<file path="src/rtl/id_ex_operand_stage.sv">
//------------------------------------------------------------------------------
// id_ex_operand_stage
//
// ID/EX pipeline register sitting directly in front of the 32-bit ALU.
// It captures the decoded instruction and register-file operands, and on
// the way in it:
//   - builds the ALU A/B operands (immediate extension, shift amount),
//   - resolves the destination register (rt or rd),
//   - suppresses register writes to $zero,
//   - traps ALU codes above MAX_ALUCTL: it loads a bubble and raises a
//     sticky flag that only Reset clears.
// The stage can hold its contents (Stall) or load a bubble (Flush).
// All outputs are registered with a latency of one cycle.
//
// Per-edge priority: Reset > Flush > Stall > load.
//
// Ports
//   Clk                 in   1   pipeline clock, rising edge
//   Reset               in   1   synchronous, active-high reset
//   Stall               in   1   hold every registered output
//   Flush               in   1   load a bubble (wins over Stall)
//   In_Valid            in   1   ID stage presents a real instruction
//   In_ALUControl       in   4   decoded ALU op code
//   In_ReadData1/2      in   32  register-file rs / rt values
//   In_Imm16            in   16  instruction immediate field
//   In_Shamt            in   5   instruction shamt field
//   In_Rt, In_Rd        in   5   rt / rd register numbers
//   In_ALUSrc           in   1   B takes the extended immediate
//   In_ShiftOp          in   1   sll/srl: A takes shamt, B takes rt
//   In_ZeroExt          in   1   zero-extend (1) or sign-extend (0) Imm16
//   In_RegDst           in   1   destination is rd (1) or rt (0)
//   In_RegWrite, In_MemRead, In_MemWrite, In_MemToReg   in  1  control
//   Out_Valid           out  1   registered valid
//   ALUControl          out  4   ALU op code
//   A, B                out  32  ALU operands
//   Out_WriteData       out  32  store data (registered rt value)
//   Out_WriteReg        out  5   resolved destination register
//   Out_RegWrite, Out_MemRead, Out_MemWrite, Out_MemToReg  out  1  control
//   Out_IllegalOp       out  1   sticky illegal-ALU-code flag
//------------------------------------------------------------------------------
module id_ex_operand_stage #(
   parameter int MAX_ALUCTL = 9
) (
   input  logic        Clk,
   input  logic        Reset,
   input  logic        Stall,
   input  logic        Flush,
   input  logic        In_Valid,
   input  logic [3:0]  In_ALUControl,
   input  logic [31:0] In_ReadData1,
   input  logic [31:0] In_ReadData2,
   input  logic [15:0] In_Imm16,
   input  logic [4:0]  In_Shamt,
   input  logic [4:0]  In_Rt,
   input  logic [4:0]  In_Rd,
   input  logic        In_ALUSrc,
   input  logic        In_ShiftOp,
   input  logic        In_ZeroExt,
   input  logic        In_RegDst,
   input  logic        In_RegWrite,
   input  logic        In_MemRead,
   input  logic        In_MemWrite,
   input  logic        In_MemToReg,
   output logic        Out_Valid,
   output logic [3:0]  ALUControl,
   output logic [31:0] A,
   output logic [31:0] B,
   output logic [31:0] Out_WriteData,
   output logic [4:0]  Out_WriteReg,
   output logic        Out_RegWrite,
   output logic        Out_MemRead,
   output logic        Out_MemWrite,
   output logic        Out_MemToReg,
   output logic        Out_IllegalOp
);

   localparam logic [3:0] MAX_CODE = 4'(MAX_ALUCTL);

   // Everything the stage carries for one instruction. An all-zero value is
   // the bubble: invalid, ALU op 0 with zero operands, no side effects.
   typedef struct packed {
      logic        valid;
      logic [3:0]  alu_ctl;
      logic [31:0] op_a;
      logic [31:0] op_b;
      logic [31:0] write_data;
      logic [4:0]  write_reg;
      logic        reg_write;
      logic        mem_read;
      logic        mem_write;
      logic        mem_to_reg;
   } stage_t;

   localparam stage_t BUBBLE = '0;

   stage_t stage_q, stage_d;
   logic   illegal_q, illegal_d;

   //---------------------------------------------------------------------------
   // Operand and destination preparation for the instruction being offered.
   //---------------------------------------------------------------------------
   logic [31:0] ext_imm;
   logic [4:0]  dest_reg;
   logic        code_legal;
   stage_t      loaded;

   assign ext_imm    = In_ZeroExt ? {16'b0, In_Imm16}
                                  : {{16{In_Imm16[15]}}, In_Imm16};
   assign dest_reg   = In_RegDst ? In_Rd : In_Rt;
   assign code_legal = (In_ALUControl <= MAX_CODE);

   always_comb begin
      loaded            = BUBBLE;
      loaded.valid      = 1'b1;
      loaded.alu_ctl    = In_ALUControl;
      loaded.write_data = In_ReadData2;
      loaded.write_reg  = dest_reg;
      // Writes to $zero are dropped here, but the register number is still
      // forwarded so hazard logic downstream sees the real destination.
      loaded.reg_write  = In_RegWrite & (dest_reg != 5'd0);
      loaded.mem_read   = In_MemRead;
      loaded.mem_write  = In_MemWrite;
      loaded.mem_to_reg = In_MemToReg;
      if (In_ShiftOp) begin
         // Shifts: the ALU computes B << A / B >> A, so the shift amount
         // rides on A and the value to shift (rt) on B. ALUSrc is ignored.
         loaded.op_a = {27'b0, In_Shamt};
         loaded.op_b = In_ReadData2;
      end else begin
         loaded.op_a = In_ReadData1;
         loaded.op_b = In_ALUSrc ? ext_imm : In_ReadData2;
      end
   end

   //---------------------------------------------------------------------------
   // Next-state selection: Flush > Stall > load (Reset is applied in the
   // register block below so it wins over everything).
   //---------------------------------------------------------------------------
   always_comb begin
      // NOTE: every signal assigned here gets a default first (hold); a path
      // that skipped one would infer a latch instead of plain muxing.
      stage_d   = stage_q;
      illegal_d = illegal_q;
      if (Flush) begin
         // The sticky flag survives a flush and an illegal code under
         // flush is not trapped.
         stage_d = BUBBLE;
      end else if (!Stall) begin
         if (!In_Valid) begin
            stage_d = BUBBLE;
         end else if (!code_legal) begin
            // Never forward an undefined ALU code: replace with a bubble.
            stage_d   = BUBBLE;
            illegal_d = 1'b1;
         end else begin
            stage_d = loaded;
         end
      end
   end

   //---------------------------------------------------------------------------
   // State registers with synchronous reset.
   //---------------------------------------------------------------------------
   always_ff @(posedge Clk) begin
      // NOTE: non-blocking assignments so every register samples the values
      // from before this edge, independent of statement order.
      if (Reset) begin
         stage_q   <= BUBBLE;
         illegal_q <= 1'b0;
      end else begin
         stage_q   <= stage_d;
         illegal_q <= illegal_d;
      end
   end

   //---------------------------------------------------------------------------
   // Outputs.
   //---------------------------------------------------------------------------
   assign Out_Valid     = stage_q.valid;
   assign ALUControl    = stage_q.alu_ctl;
   assign A             = stage_q.op_a;
   assign B             = stage_q.op_b;
   assign Out_WriteData = stage_q.write_data;
   assign Out_WriteReg  = stage_q.write_reg;
   assign Out_RegWrite  = stage_q.reg_write;
   assign Out_MemRead   = stage_q.mem_read;
   assign Out_MemWrite  = stage_q.mem_write;
   assign Out_MemToReg  = stage_q.mem_to_reg;
   assign Out_IllegalOp = illegal_q;

endmodule
</file>
<file path="config.mk">
export PLATFORM = sky130hd
export DESIGN_NAME = id_ex_operand_stage
export DESIGN_NICKNAME = d
export VERILOG_FILES = /design/src/rtl/id_ex_operand_stage.sv
export SDC_FILE = /design/constraint.sdc
export NUM_CORES = 1
export LEC_CHECK = 0
export ABC_CLOCK_PERIOD_IN_PS = 1600
export CORE_MARGIN = 2
export CORE_UTILIZATION = 35
export DETAILED_ROUTE_END_ITERATION = 7
export PLACE_DENSITY = 0.8
export SYNTH_ARGS = -nofsm -noshare
export SYNTH_HDL_FRONTEND = slang
export SYNTH_SLANG_ARGS = --single-unit
</file>
<file path="constraint.sdc">
create_clock -name Clk -period 1.6 [get_ports Clk]
set_clock_uncertainty 0.05 [all_clocks]
set_input_delay 0.4 -clock Clk [delete_from_list [all_inputs] [get_ports Clk]]
set_output_delay 0.4 -clock Clk [all_outputs]
set_load 0.02 [all_outputs]
</file>
==> flow_metrics.py <==
metrics = {
    "critical_path": {
        "crit_required_ps": 1760,
        "r2r-end": "Out_WriteData[6]",
        "path_class": "in2reg",
        "r2r.worst_path.cells": 2,
        "critPathArrivalTime_ps": 1740,
        "crit_path_start": "In_ALUControl[1]",
        "r2r_start": "Out_WriteData[6]",
        "path_max_fanout": 39,
        "r2r_slack_ps": 820,
        "start_kind": "input port",
        "cp-end-kind": "flip-flop",
    },
    "routing": {
        "vias": 4223,
        "routed_wl_mm": 13.6,
        "dr.pass1.iters": 4,
        "drtAntennaViolNets": 0,
        "vias_per_cell": 5.11,
        "drt_iter0_markers": 221,
        "routedWlPerCell_microns": 16.4,
        "drc_errors": 0,
    },
    "hold_path": {
        "hold_path_depth": 3,
        "min_path_type": "in2reg",
        "whs_endpoint": "Out_IllegalOp",
        "hp-start": "Reset",
    },
    "place": {
        "dpl.hpwl_mm": 9.75,
        "place_ws_ps": -486,
        "portBuffers": 222,
        "gp_congestion": 0.901,
    },
    "clocking": {
        "cts_tree": "yes",
        "numCtsBuffers": 9,
        "insertion_delay_ps": 340,
        "ctsHtreeMaxLevel": 3,
        "clk_pin_slew_worst_paths_ps": 70,
        "ctsLongestPathBuffers": 2,
        "cts.sinks": 111,
        "ctsRootBufferMaster": "clkbuf_16",
        "ctsHoldBuffers": 0,
    },
    "sta": {
        "fin_ws_ps": 22.0,
        "rsz0062_at_grt": "yes",
        "fmax_ghz": 0.634,
        "fin_crit_ps": 1580,
        "finalCritPeriodShare_pct": 98.6,
        "fin_setup_tns_ps": 0,
        "slew_headroom_pct": 53.6,
        "maxSlewViolCount": 0,
        "worstMarginPinSlew_ps": 696,
        "finalHoldViolations": 0,
        "setup_viol": 0,
    },
    "floorplanning": {
        "die_w_microns": 114,
        "die_area_sq_um": 12900,
        "die_h_microns": 114,
        "core_area_sq_um": 11600,
        "rows": 39,
        "start_util_pct": 36.3,
        "pin_count": 223,
    },
    "grt": {
        "grt_max_degree": 67,
        "grt.total_usage_pct": 20.3,
        "antenna_found_initial": 0,
        "grt_pass1_wl_mm": 21.1,
        "grt_overflow_total": 0,
        "grt_pass1_vias": 4206,
    },
    "power_and_ir_drop": {
        "switchingPower_uw": 1360,
        "seqPwrFrac_pct": 50.0,
        "pwr-share-clk_pct": 35.8,
        "ir_drop_mv": 0.427,
        "swShare_pct": 24.0,
        "combPwrFrac_pct": 14.2,
        "p_per_area_nw_per_um2": 817,
        "p_leak_uw": 0.00301,
        "p_int_uw": 4290,
    },
    "logic_synthesis": {
        "synth_fp_nets": 574,
        "synth.cell_area_sq_um": 4200,
        "synth_edf_count": 0,
        "ys.flop_type": "dfxtp_1",
        "avgSynthCellArea_sq_um": 9.08,
        "synthArstFlopShare_pct": 0,
        "ys_ff_latch": 111,
        "synth_cells": 462,
        "ys_warn_count": 0,
        "synthDistinctLibCells": 28,
        "ys_seq_area_share_pct": 53.0,
    },
    "run_status": {
        "outcome": "finished clean",
    },
    "layout": {
        "synthToLayoutAreaGrowth_pct": 64.7,
        "nFillCells": 1008,
        "diodes": 0,
        "nets": 793,
        "drive_above_1_share_pct": 11.5,
    },
    "job": {
        "maxCapViolCount": 0,
    },
}
==> routing by layer <==
metal | part of all wire [%] | track usage (%) | routed length (microns)
met4 | 1.6 | 7.24 | 214
met2 | 52 | 36.4 | 6990
met5 | 0 | 0 | 0
met1 | 40 | 23.1 | 5380
met3 | 7.2 | 5.79 | 978
==> power by group through the flow <==
stage          sequential, uW  combinational (uW)  clock, uW
2_1_floorplan            2930                 281          0
3_3_place_gp             2880                 789          0
3_5_place_dp             2880                 806          0
4_1_cts                  2820                 784       2080
5_1_grt                  2820                 859       2190
6_report                 2820                 802       2020
==> area by class of cell <==
cell class                 count  area, sq um  share of cell area (%)
clock buffer                  11          233                    3.37
multi-input combinational    306         1800                    26.1
inverter                       1         3.75                  0.0543
timing repair buffer         252         2450                    35.4
sequential                   111         2220                    32.2
tap                          143          179                    2.59
clock inverter                 3         22.5                   0.326
==> metrics by stage <==
| stage | instance area (sq um) | std cells | total power, uW | hold slack, ps | util, % |
|---|---|---|---|---|---|
| floorplan | 4200 | 462 | 3210 | 422 | - |
| global placement | 6680 | 808 | 3670 | 388 | 57.8 |
| global route | 6910 | 827 | 5870 | 346 | 59.8 |
| finish | 6910 | 827 | 5640 | 350 | 59.8 |
| CTS | 6800 | 822 | 5690 | 403 | 58.8 |
| detailed placement | 6680 | 808 | 3690 | 396 | 57.8 |
==> state kept, by name (all words and copies together) (netlist names) <==
| signal | flops |
|---|---|
| A | 32 |
| ALUControl | 4 |
| B | 32 |
| Out_IllegalOp | 1 |
| Out_MemRead | 1 |
| Out_MemToReg | 1 |
| Out_MemWrite | 1 |
| Out_RegWrite | 1 |
| Out_Valid | 1 |
| Out_WriteData | 32 |
| Out_WriteReg | 5 |
==> logic make-up after synthesis <==
group	share of synthesized area [%]
simple gates	15.7
mux	6.98
compound gates	19.4
flops	53.0
buf+inv	4.98
==> worst max-delay path, cell delays in order <==
cell and delay [ps]:
clkdlybuf4s50_1 500, o21ai_2 80, and3b_2 280, buf_12 200, a22oi_1 210, nor2_1 70
==> synth_stat cells (4+ instances only) <==
cell / number / area share [%]
o21ai_0: 42 / 5.0
a22oi_1: 64 / 11
clkbuf_1: 29 / 2.6
nand3_1: 27 / 3.2
buf_2: 5 / 0.60
a21oi_1: 17 / 2.0
nor2_1: 69 / 6.2
buf_6: 4 / 1.1
dfxtp_1: 111 / 53
mux2_2: 26 / 7.0
buf_1: 5 / 0.45
nand2_1: 44 / 3.9
==> placed cells by master (no fill, tap or decap), types with 20 or more instances in the layout <==
master           Yosys  final
dlygate4sd2_1        0    114
dfxtp_1            111    111
clkdlybuf4s50_1      0    102
nor2_1              69     68
a22oi_1             64     61
nand2_1             44     44
o21ai_0             42     31
nand3_1             27     27
mux2_2              26     26
buf_4                1     20
==> worst max path at each step <==
stage	to	slack, ps	depth (start not counted)
floorplan	Out_RegWrite	-30	3
global placement	Out_RegWrite	-480	4
detailed placement	Out_RegWrite	-490	4
CTS	B[18]	5	6
global route	Out_WriteData[6]	-60	6
finish	Out_WriteData[6]	20	6
==> what timing repair did <==
item                       CTS  global route
setup endpoints to repair  129           104
gates cloned                 0             2
pin swaps                    3             5
setup buffers                0             3
resized for setup          116            21
(Power assumes the default switching activity.)
